File: src/rtl/ysyx_25040101_wb_arb_pkg.sv
// Shared constants and types for the write-back arbiter and its round-robin picker.
package ysyx_25040101_wb_arb_pkg;

  localparam int REG_ADDR_W    = 5;
  localparam int NUM_ARCH_REGS = 32;
  localparam int XLEN_DEF      = 32;

  typedef logic [REG_ADDR_W-1:0] reg_addr_t;

endpackage

File: src/rtl/ysyx_25040101_wb_rr_sel.sv
// Rotating-priority picker: the requester at index ptr has highest priority, then ptr+1, wrapping.
// Tie ptr to zero to get plain lowest-index-wins priority.
module ysyx_25040101_wb_rr_sel #(
  parameter int NUM   = 3,
  parameter int PTR_W = (NUM > 1) ? $clog2(NUM) : 1
) (
  input  logic [NUM-1:0]   valid,
  input  logic [PTR_W-1:0] ptr,
  output logic [NUM-1:0]   grant
);

  int best;
  int pos;

  // pos is each requester's distance from ptr; the closest valid one wins.
  always_comb begin
    grant = '0;
    best  = NUM;
    pos   = 0;
    for (int i = 0; i < NUM; i++) begin
      pos = (i + NUM - int'(ptr)) % NUM;
      if (valid[i] && (pos < best)) begin
        best     = pos;
        grant    = '0;
        grant[i] = 1'b1;
      end
    end
  end

endmodule

File: src/rtl/ysyx_25040101_wb_arb.sv
// Write-back arbiter feeding the single regfile write port, plus the RAW scoreboard for issue.
// Define YSYX_25040101_WB_RR_EN for round-robin arbitration; otherwise lowest index wins.
module ysyx_25040101_wb_arb
  import ysyx_25040101_wb_arb_pkg::*;
#(
  parameter int NUM_REQ = 3,
  parameter int XLEN    = XLEN_DEF
) (
  input  logic                         clk,
  input  logic                         rst,
  input  logic [NUM_REQ-1:0]           req_valid_i,
  input  logic [NUM_REQ*REG_ADDR_W-1:0] req_addr_i,
  input  logic [NUM_REQ*XLEN-1:0]      req_data_i,
  output logic [NUM_REQ-1:0]           req_ready_o,
  input  logic                         iss_valid_i,
  input  logic [REG_ADDR_W-1:0]        iss_rd_i,
  input  logic                         flush_i,
  input  logic [REG_ADDR_W-1:0]        rs1_addr_i,
  input  logic [REG_ADDR_W-1:0]        rs2_addr_i,
  output logic                         rs1_busy_o,
  output logic                         rs2_busy_o,
  output logic [NUM_ARCH_REGS-1:0]     busy_o,
  output logic                         rd_wen_o,
  output logic [REG_ADDR_W-1:0]        rd_addr_o,
  output logic [XLEN-1:0]              rd_data_o
);

  localparam int PTR_W = $clog2(NUM_REQ);

  logic [NUM_REQ-1:0]       grant;
  logic [PTR_W-1:0]         ptr;
  reg_addr_t                gnt_addr;
  logic [XLEN-1:0]          gnt_data;
  logic [NUM_ARCH_REGS-1:0] busy;

`ifdef YSYX_25040101_WB_RR_EN
  logic [PTR_W-1:0] gnt_idx;

  always_comb begin
    gnt_idx = '0;
    for (int i = 0; i < NUM_REQ; i++) begin
      if (grant[i]) gnt_idx = PTR_W'(i);
    end
  end

  always_ff @(posedge clk) begin
    if (rst) begin
      ptr <= '0;
    end else if (|grant) begin
      ptr <= (int'(gnt_idx) == NUM_REQ - 1) ? '0 : gnt_idx + 1'b1;
    end
  end
`else
  assign ptr = '0;
`endif

  ysyx_25040101_wb_rr_sel #(
    .NUM   (NUM_REQ),
    .PTR_W (PTR_W)
  ) u_sel (
    .valid (req_valid_i),
    .ptr   (ptr),
    .grant (grant)
  );

  assign req_ready_o = grant;

  always_comb begin
    gnt_addr = '0;
    gnt_data = '0;
    for (int i = 0; i < NUM_REQ; i++) begin
      if (grant[i]) begin
        gnt_addr = req_addr_i[i*REG_ADDR_W +: REG_ADDR_W];
        gnt_data = req_data_i[i*XLEN +: XLEN];
      end
    end
  end

  // Writes to x0 are accepted but never reach the regfile.
  always_ff @(posedge clk) begin
    if (rst) begin
      rd_wen_o  <= 1'b0;
      rd_addr_o <= '0;
      rd_data_o <= '0;
    end else begin
      rd_wen_o <= 1'b0;
      if (|grant) begin
        rd_wen_o  <= (gnt_addr != '0);
        rd_addr_o <= gnt_addr;
        rd_data_o <= gnt_data;
      end
    end
  end

  // Set after clear so an issue to the register being committed keeps it pending.
  always_ff @(posedge clk) begin
    if (rst || flush_i) begin
      busy <= '0;
    end else begin
      if (rd_wen_o) busy[rd_addr_o] <= 1'b0;
      if (iss_valid_i && (iss_rd_i != '0)) busy[iss_rd_i] <= 1'b1;
    end
  end

  assign busy_o     = busy;
  assign rs1_busy_o = busy[rs1_addr_i];
  assign rs2_busy_o = busy[rs2_addr_i];

endmodule

File: config.mk
export PLATFORM = sky130hd
export DESIGN_NAME = ysyx_25040101_wb_arb
export DESIGN_NICKNAME = d
export VERILOG_FILES = /design/src/rtl/ysyx_25040101_wb_arb_pkg.sv /design/src/rtl/ysyx_25040101_wb_rr_sel.sv /design/src/rtl/ysyx_25040101_wb_arb.sv
export SDC_FILE = /design/constraint.sdc
export NUM_CORES = 1
export LEC_CHECK = 0
export ABC_AREA = 0
export CELL_PAD_IN_SITES_DETAIL_PLACEMENT = 2
export CELL_PAD_IN_SITES_GLOBAL_PLACEMENT = 2
export CORE_UTILIZATION = 22
export DETAILED_ROUTE_END_ITERATION = 6
export HOLD_SLACK_MARGIN = 0.15
export PLACE_DENSITY = 0.78
export RECOVER_POWER = 50
export SLEW_MARGIN = 15
export SYNTH_ARGS = -nofsm -noshare
export SYNTH_HDL_FRONTEND = slang
export SYNTH_SLANG_ARGS = --single-unit
File: constraint.sdc
create_clock -name clk -period 1.86 [get_ports clk]
set_input_delay 0.372 -clock clk [delete_from_list [all_inputs] [get_ports clk]]
set_output_delay 0.372 -clock clk [all_outputs]
set_load 0.05 [all_outputs]
# Word level (Yosys, flattened, before mapping)
# Cells that the tools add are included.
op_classes:
  add_sub_neg: 0
  mul: 0
  div_mod_pow: 0
  magnitude_cmp: 8
  n_eq_ne: 0
  n_shift: 0
  muxes: 22
  bitwise_logic: 4
  reduce_logical: 10
op_table:
  columns: ["operator", "n"]
  rows:
  - ["2-to-1 mux 32 bit", 6]
  - ["bitwise AND 32 bit", 1]
  - ["inverter 32 bit", 1]
  - ["bitwise OR 32 bit", 1]
  - ["less-than comparator 5 x 6 -> 1 bit, second input constant", 4]
  - ["2-to-1 mux 5 bit", 3]
  - ["binary-select mux 1 bit (select 5 bit)", 2]
  - ["demux 1 bit (select 5 bit)", 2]
  - [">= comparator 5 x 1 -> 1 bit, second input constant", 2]
  - ["nonzero test 5 bit", 2]
  - ["2-to-1 mux 2 bit", 3]
  - ["logical AND 1 bit", 5]
  - ["2-to-1 mux 1 bit", 5]
  - ["2-to-1 mux 3 bit", 1]
  - ["OR reduction 3 bit", 1]
  - ["less-than comparator 1 x 2 -> 1 bit, first input constant", 1]
  - ["less-than comparator 2 bit, first input constant", 1]
  - ["OR reduction 2 bit", 1]
  - ["logical OR 1 bit", 1]
  - ["inverter 1 bit", 1]
totals:
  register_bits: 70
  latch_bits: 0
  mem_bits_rw: 0
  mem_bits_ro: 0
  input_bits: 133
  word_cells: 48
  n_memories: 0

# Depth between registers and ports, before layout
# Gate-level depths: netlist of the first run.
logic_depth:
  word_depth: 11
  mapped_depth: 8
  depth_no_buf: 5

# By module
# A second synthesis of the first run with hierarchy kept.
hier_totals:
  cells_unflattened: 549
  hier_area_um2: 4466.8
by_module_without_submodules:
  columns: ["module", "instances", "cells_each", "area_each_um2"]
  rows:
  - ["ysyx_25040101_wb_arb", 1, 465, 3806.2]
  - ["ysyx_25040101_wb_rr_sel", 1, 84, 660.6]

# Worst setup path after synthesis of the first run
# OpenSTA, ideal clock, no wires.
synth_timing:
  kind: "input to output"
  startpoint: "input port req_valid_i[0]"
  endpoint: "output port req_ready_o[2]"
  arrival_time_ps: 2061
  t_required_ps: 1488
  slack_ps: -573
  cell_stages: 4
  cell_sequence: "buf_4 -> buf_2 -> buf_2 -> nor3b_1"
synth_via:
  elab_chain_len: 7
synth_lines:
  columns: ["element", "line", "source"]
  rows:
  - ["start, declared", "ysyx_25040101_wb_arb.sv:11", "input logic [NUM_REQ-1:0] req_valid_i,"]
  - ["2-to-1 mux 2 bit (*)", "ysyx_25040101_wb_rr_sel.sv:22", "if (valid[i] && (pos < best)) begin"]
  - ["less-than comparator 1 x 2 -> 1 bit", "ysyx_25040101_wb_rr_sel.sv:22", null]
  - ["logical AND 1 bit", "ysyx_25040101_wb_rr_sel.sv:22", null]
  - ["2-to-1 mux 2 bit (*)", "ysyx_25040101_wb_rr_sel.sv:22", null]
  - ["less-than comparator 2 bit (*)", "ysyx_25040101_wb_rr_sel.sv:22", null]
  - ["logical AND 1 bit (*)", "ysyx_25040101_wb_rr_sel.sv:22", null]
  - ["2-to-1 mux 3 bit (*)", "ysyx_25040101_wb_rr_sel.sv:22", null]
  - ["end, declared", "ysyx_25040101_wb_arb.sv:14", "output logic [NUM_REQ-1:0] req_ready_o,"]
# Mark *: on every way between the ends. The rest lies on a longest branch, timed or not.

# Final worst setup path of the first run
layout_timing:
  startpoint: "register busy[27] (netlist: busy_o[27])"
  endpoint: "output port rs1_busy_o"
layout_via:
  elab_chain_len: 2
layout_lines:
  columns: ["element", "line", "source"]
  rows:
  - ["start, declared", "ysyx_25040101_wb_arb.sv:34", "logic [NUM_ARCH_REGS-1:0] busy;"]
  - ["start signal, assigned", "ysyx_25040101_wb_arb.sv:98", "busy <= '0;"]
  - ["start signal, assigned by index", "ysyx_25040101_wb_arb.sv:100", "if (rd_wen_o) busy[rd_addr_o] <= 1'b0;"]
  - ["start signal, assigned by index", "ysyx_25040101_wb_arb.sv:101", "if (iss_valid_i && (iss_rd_i != '0)) busy[iss_rd_i] <= 1'b1;"]
  - ["binary-select mux 1 bit (select 5 bit)", "ysyx_25040101_wb_arb.sv:106", "assign rs1_busy_o = busy[rs1_addr_i];"]
  - ["2-to-1 mux 1 bit (implied by the code)", "ysyx_25040101_wb_arb.sv:106", null]
  - ["end, declared", "ysyx_25040101_wb_arb.sv:20", "output logic rs1_busy_o,"]
# No other way between the ends. The select of a mux whose other input is x is not followed.

==> out/metrics.yaml, run 1 <==
regArea_sq_um: 1440
row_count: 49
grt_start_max_net_pins: 39
ios: 208
fin_hold_ws_ns: 0.504
netSwitchingFraction: 0.291
remaining_drc_errors: 21
switchingPower_uw: 1420
async_flop_share: 0
avgSynthCellArea_sq_um: 8.44
fin_cells: 945
internal-power_uw: 3460
stdcell_area_sq_um: 6770
grt_pass1_vias: 5412
cts_tree: "yes"
path_cells: "mux2i_1 > a22oi_1 > nand3_1 > nand2_1 > a311o_2 > buf_8"
setup_viol: 2
clk_latency_ns: 0.33
fin_ws_ns: -0.170
fin_tns_setup_ns: -0.327
reg2reg_depth: 3
cts_root_buf: "clkbuf_16"
yosysTopAreaCell: "dfxtp_1"
drive_above_1_share: 0.235
fin_crit_ns: 2.03
multi_input_area_sq_um: 2510
holdBufCountCts: 0
rsz0062_at_grt: "yes"
hold-path-cell-count: 2
overflow: 0
powerDensity_nw_per_um2: 721
fp.coreArea_sq_um: 18100
portBuffers: 207
netlist_area_sq_um: 4080
ys_seq_elements: 70
cp_max_fo: 4
hold_start: "rd_data_o[27]"
p_seq_frac: 0.331
max_stage_delay_ns: 0.38
synth_ff_type: "dfxtp_1"
power.clock.fraction: 0.415
antenna_left: 0
antenna_found_initial: 0
final_nets: 844
critPathArrivalTime_ns: 1.66
synth_top_area_share: 0.344
report.final.slew_viol_count: 0
critPathLaunchType: "flip-flop"
maxCapViolations: 0
worstReg2RegEnd: "busy_o[19]"
fillerInstances: 2060
p_comb_frac: 0.254
synthCells: 483
diodes: 0
worst_ep_required_time_ns: 1.49
drt_iter0_markers: 143
setup.worst_path.class: "reg -> out"
cellLeakagePower_uw: 0.00259
tightest_slew_ns: 0.700
min_path_type: "reg -> reg"
max_freq_mhz: 493
dr_total_vias: 4694
initial_core_util: 0.225
clockBufferDepth: 2
ys_top_cells_by_area: "dfxtp_1 34%, mux2i_1 15%, a21oi_1 5.8%"
fin_skew_ns: 0.00531
placed_cells: 918
clkTransAtPathRegs_ns: 0.06
fin_crit_sh: 1.09
hpwl_microns: 15200
yosysSeqAreaShare: 0.344
violations: "DRC, setup timing"
viasPerCell: 4.97
dieArea_sq_um: 19100
gp_congestion: 0.910
end_kind: "output port"
syn_nets: 616
die_x_microns: 138
ir_drop_uv: 307
routedWlPerCell_microns: 20.4
placement.cell_area_sq_um: 6430
r2r_slack_ns: 0.30
worstReg2RegStart: "rd_addr_o[4]"
grt_pass1_wl_microns: 30700
cts-htree-levels: 3
synth_cell_types: 37
clkSinkCount: 70
slew_headroom: 0.536
hold_viol_final: 0
drtPass1Iterations: 6
synth_warnings: 0
min_to: "rd_data_o[27]"
die_h_microns: 138
cpMaxStageDelayCell: "a311o_2"
wl_microns: 19200
synth_edf_count: 0
cts_inserted_buffers: 9
outcome: "complete, but fails checks"
area_growth_pct: 66.2
track_usage: 0.207
==> kinds of logic (layout without fill, tap and decap cells) <==
kind of cell	Yosys count	after routing	synth area share
compound gates	146	146	0.252
buf+inv	42	275	0.0580
flops	70	70	0.344
mux	60	60	0.147
simple gates	165	165	0.199
==> power groups by stage <==
stage	Combinational (uW)	Sequential (uW)	Clock [uW]
after global placement	1220	1660	0
after CTS	1290	1630	2090
after floorplan	450	1850	0
after detailed placement	1250	1660	0
after global routing	1320	1620	2140
final	1240	1620	2030
==> layout make-up <==
class / count / share of cell area
sequential: 70 / 0.213
clock inverter: 6 / 0.0161
inverter: 4 / 0.00222
clock buffer: 10 / 0.0353
tap: 229 / 0.0423
multi-input combinational: 371 / 0.370
timing repair buffer: 255 / 0.322
==> cell usage after synthesis, types with 10 or more instances <==
| cell | number |
|---|---|
| mux2i_1 | 60 |
| a221oi_1 | 10 |
| a22oi_2 | 11 |
| buf_2 | 12 |
| clkbuf_1 | 14 |
| nand2_1 | 62 |
| a22oi_1 | 16 |
| dfxtp_1 | 70 |
| o21ai_0 | 45 |
| a221oi_2 | 12 |
| a21oi_1 | 47 |
| nor2_1 | 43 |
| nor2_2 | 19 |
==> through the flow <==
| stage | util | power (uW) | worst slack, ns |
|---|---|---|---|
| 3_3_place_gp | 0.356 | 2870 | -0.576 |
| 6_report | 0.375 | 4890 | -0.170 |
| 4_1_cts | 0.381 | 5000 | -0.158 |
| 2_1_floorplan | - | 2300 | -0.0814 |
| 3_5_place_dp | 0.356 | 2910 | -0.604 |
| 5_1_grt | 0.375 | 5080 | -0.207 |
==> critical path: cells and delay by family (launching register included) <==
family	cells	cell delay (ns)
buffers and inverters	1	0.16
multiplexers	1	0.16
AND/OR/NAND/NOR	2	0.14
AO/OA/AOI/OAI	2	0.48
flip-flops	1	0.37
==> cells in the final DEF (no fill, tap or decap), types with 9 or more instances in the layout <==
cell             count
a221oi_1            10
buf_4               45
a221oi_2            12
dfxtp_1             51
nor2_2              20
clkbuf_1            59
o21ai_0             45
buf_12              10
dfxtp_2             13
a21oi_1             45
a22oi_2             12
clkdlybuf4s50_1    119
nand2_1             62
mux2i_1             56
clkbuf_16            9
a22oi_1             15
nor2_1              42
==> sequential cells by signal, indices dropped and copies added, names as in the netlist <==
register   flops
rd_wen_o       1
rd_data_o     32
rd_addr_o      5
busy_o        32
==> layer usage <==
layer  up-vias  wire [microns]  track usage  part of all wire
li1       2197               -            -                 -
met1      2309            8090        0.244              0.42
met2       170            9620        0.374              0.50
met3        18            1290       0.0488             0.067
met4         0             250       0.0574             0.013
met5         -               0            0                 0
==> timing repair <==
item                                    4_1_cts  5_1_grt
setup buffers                                 5        4
endpoints found under the setup margin        5        2
gates resized for setup                      48       32
hold endpoints to repair                      0        0
gates cloned                                  2        0
pin swaps                                     5       13
==> worst max-delay path by stage <==
stage                   startpoint             end  slack (ns)  depth (start not counted)
floorplan           req_valid_i[0]  req_ready_o[2]       -0.08                          4
global placement     rs2_addr_i[1]      rs2_busy_o       -0.58                          8
detailed placement   rs2_addr_i[1]      rs2_busy_o       -0.60                          8
CTS                     busy_o[23]      rs2_busy_o       -0.16                          6
global route            busy_o[30]      rs1_busy_o       -0.21                          6
finish                  busy_o[27]      rs1_busy_o       -0.17                          6
(Power assumes the default switching activity.)
==> run 2: changes to the inputs <==
--- a/config.mk
+++ b/config.mk
@@ -9,10 +9,12 @@
 export CELL_PAD_IN_SITES_DETAIL_PLACEMENT = 2
 export CELL_PAD_IN_SITES_GLOBAL_PLACEMENT = 2
 export CORE_UTILIZATION = 22
+export CTS_CLUSTER_DIAMETER = 120
 export DETAILED_ROUTE_END_ITERATION = 6
 export HOLD_SLACK_MARGIN = 0.15
 export PLACE_DENSITY = 0.78
 export RECOVER_POWER = 50
+export SKIP_LAST_GASP = 1
 export SLEW_MARGIN = 15
 export SYNTH_ARGS = -nofsm -noshare
 export SYNTH_HDL_FRONTEND = slang
==> results of run 2 <==
The final DEF is identical to that of run 1; final timing and power are the same.
==> run 3: changes to the inputs <==
--- a/config.mk
+++ b/config.mk
@@ -6,13 +6,13 @@
 export NUM_CORES = 1
 export LEC_CHECK = 0
 export ABC_AREA = 0
-export CELL_PAD_IN_SITES_DETAIL_PLACEMENT = 2
-export CELL_PAD_IN_SITES_GLOBAL_PLACEMENT = 2
-export CORE_UTILIZATION = 22
+export CELL_PAD_IN_SITES_DETAIL_PLACEMENT = 0
+export CELL_PAD_IN_SITES_GLOBAL_PLACEMENT = 1
+export CORE_UTILIZATION = 28
 export CTS_CLUSTER_DIAMETER = 120
 export DETAILED_ROUTE_END_ITERATION = 6
 export HOLD_SLACK_MARGIN = 0.15
-export PLACE_DENSITY = 0.78
+export PLACE_DENSITY = 0.76
 export RECOVER_POWER = 50
 export SKIP_LAST_GASP = 1
 export SLEW_MARGIN = 15
==> run 3 against run 2 <==
The run ends with setup timing left. Sequential share of layout area is 0.42 points higher. Via count down 3.0%. Cell area is 1.8% lower. Largest power group unchanged.
==> out/metrics.yaml, run 3 (synthesized netlist as in run 1, its figures left out) <==
routedWlPerCell_microns: 17.8  # was 20.4 microns
setup.worst_path.class: "reg -> out"  # unchanged
fp.coreArea_sq_um: 14000  # was 18100 sq um
fillerInstances: 1433  # was 2060
portBuffers: 207  # unchanged
antenna_left: 0  # unchanged
maxCapViolations: 0  # unchanged
switchingPower_uw: 1350  # was 1420 uW
die_x_microns: 123  # was 138 microns
placed_cells: 871  # was 918
critPathLaunchType: "flip-flop"  # unchanged
report.final.slew_viol_count: 0  # unchanged
min_path_type: "reg -> reg"  # unchanged
gr-usage-met1: 0.248  # was 0.244
rsz0062_at_grt: "yes"  # unchanged
slew_headroom: 0.528  # was 0.536
hold_viol_final: 0  # unchanged
grtUsageMet2: 0.371  # was 0.374
dieArea_sq_um: 15000  # was 19100 sq um
die_h_microns: 123  # was 138 microns
holdBufCountCts: 0  # unchanged
worstReg2RegEnd: "busy_o[1]"  # was busy_o[19]
worstReg2RegStart: "rd_addr_o[4]"  # unchanged
drive_above_1_share: 0.222  # was 0.235
cts-htree-levels: 3  # unchanged
clkSinkCount: 70  # unchanged
max_stage_delay_ns: 0.37  # was 0.38 ns
grt_pass1_vias: 4724  # was 5412
overflow: 0  # unchanged
min_to: "rd_data_o[25]"  # was rd_data_o[27]
hold_start: "rd_data_o[25]"  # was rd_data_o[27]
tightest_slew_ns: 0.711  # was 0.700 ns
met3_usage: 0.0618  # was 0.0488
powerDensity_nw_per_um2: 722  # was 721 nW/um^2
hold-path-cell-count: 2  # unchanged
cellLeakagePower_uw: 0.00267  # was 0.00259 uW
area_growth_pct: 63.2  # was 66.2%
violations: "setup timing"  # was DRC, setup timing
path_depth: 6  # unchanged
p_seq_frac: 0.334  # was 0.331
track_usage: 0.215  # was 0.207
grt_pass1_wl_microns: 24500  # was 30700 microns
cp_num_buf_inv: 1  # unchanged
cts_inserted_buffers: 9  # unchanged
final_cell_mix: "117 x clkdlybuf4s50_1, 62 x nand2_1, 60 x mux2i_1, 54 x buf_4, 49 x dfxtp_1"  # was 119 x clkdlybuf4s50_1, 62 x nand2_1, 59 x clkbuf_1, 56 x mux2i_1, 51 x dfxtp_1
row_count: 43  # was 49
cpMaxStageDelayCell: "a311o_2"  # unchanged
reg2reg_depth: 4  # was 3
ir_drop_uv: 503  # was 307 uV
viasPerCell: 5.09  # was 4.97
antenna_found_initial: 0  # unchanged
gp_congestion: 0.924  # was 0.910
path_cells: "mux2i_1 > a22oi_1 > nand3_1 > nand2_1 > a311o_2 > buf_8"  # unchanged
outcome: "complete, but fails checks"  # unchanged
clockBufferDepth: 2  # unchanged
r2r_slack_ns: 0.43  # was 0.30 ns
cp_top_family: "compound AO/OA/AOI/OAI gates"  # unchanged
hpwl_microns: 12500  # was 15200 microns
fin_cells: 895  # was 945
diodes: 0  # unchanged
remaining_drc_errors: 0  # was 21
fin_crit_ns: 2.00  # was 2.03 ns
setup_viol: 2  # unchanged
netSwitchingFraction: 0.281  # was 0.291
cp_max_fo: 4  # unchanged
worst_ep_required_time_ns: 1.49  # about the same
final_nets: 843  # was 844
fin_crit_sh: 1.07  # was 1.09
clk_latency_ns: 0.33  # about the same
dr_total_vias: 4553  # was 4694
cts_tree: "yes"  # unchanged
drtPass1Iterations: 4  # was 6
cts_root_buf: "clkbuf_16"  # unchanged
grt_start_max_net_pins: 39  # unchanged
clkTransAtPathRegs_ns: 0.06  # about the same
fin_hold_ws_ns: 0.505  # was 0.504 ns
power.clock.fraction: 0.419  # was 0.415
critPathArrivalTime_ns: 1.63  # was 1.66 ns
max_freq_mhz: 501  # was 493 MHz
fin_ws_ns: -0.138  # was -0.170 ns
wl_microns: 16000  # was 19200 microns
end_kind: "output port"  # unchanged
drt_iter0_markers: 183  # was 143
busiest_layer: "met2"  # unchanged
final_common_cell: "clkdlybuf4s50_1"  # unchanged
fin_skew_ns: 0.00395  # was 0.00531 ns
ios: 208  # unchanged
initial_core_util: 0.290  # was 0.225
p_comb_frac: 0.247  # was 0.254
internal-power_uw: 3450  # was 3460 uW
## run 3: cell count changes in the layout (fill, tap and decap cells not counted), moves of 3 or more
cell and delta:
buf_6 -3, mux2i_2 -3, clkbuf_1 -11, mux2i_1 +4, dlygate4sd2_1 +3, buf_4 +9
a221oi_2 -7, a221oi_1 +7, dlymetal6s2s_1 +3
## run 3: layout make-up
cell class / count / area, sq um / area share
Multi-Input combinational cell: 371 / 2410 / 0.363
Timing Repair Buffer: 254 / 2210 / 0.332
Sequential cell: 70 / 1440 / 0.217
Clock buffer: 10 / 239 / 0.0359
Tap cell: 180 / 225 / 0.0338
Clock inverter: 6 / 109 / 0.0164
Inverter: 4 / 15.0 / 0.00226
## run 3: routing by layer
layer / routed length [microns] / part of all wire
met5: 0 / 0
met2: 7800 / 0.49
met4: 412 / 0.026
met3: 1310 / 0.082
met1: 6440 / 0.40
## run 3: power groups by stage
stage	registers (uW)	clock network, uW	logic, uW
after detailed placement	1650	0	1230
final	1610	2010	1190
after CTS	1620	2050	1250
after floorplan	1850	0	450
after global placement	1650	0	1210
after global routing	1610	2120	1270
## run 3: worst max-delay path by stage
stage / startpoint / endpoint / slack [ns]
3_3_place_gp: rs1_addr_i[1] / rs1_busy_o / -0.57
2_1_floorplan: req_valid_i[0] / req_ready_o[2] / -0.08
6_report: busy_o[11] / rs1_busy_o / -0.14
4_1_cts: busy_o[19] / rs1_busy_o / -0.15
3_5_place_dp: rs1_addr_i[1] / rs1_busy_o / -0.59
5_1_grt: busy_o[19] / rs1_busy_o / -0.20
## run 3: worst min-delay path, stage by stage (launching register included)
cell	delay, ns
dfxtp_1	0.34
a221oi_2	0.07
nor2_2	0.06
## run 3: what timing repair did
action,in CTS,in global routing
pin swaps,6,11
setup buffers,4,2
gates resized for setup,49,24
gates cloned,2,0
endpoints found under the setup margin,8,4
## run 3: metrics by stage
| step | setup slack, ns | setup TNS [ns] | util | instance area [sq um] | total power, uW |
|---|---|---|---|---|---|
| final | -0.138 | -0.251 | 0.474 | 6650 | 4800 |
| after global routing | -0.200 | -1.28 | 0.474 | 6650 | 5000 |
| after CTS | -0.147 | -0.272 | 0.487 | 6840 | 4920 |
| after detailed placement | -0.591 | -2.39 | 0.455 | 6390 | 2880 |
| after global placement | -0.567 | -1.93 | 0.455 | 6390 | 2860 |
| after floorplan | -0.0814 | -0.0814 | - | 4110 | 2300 |
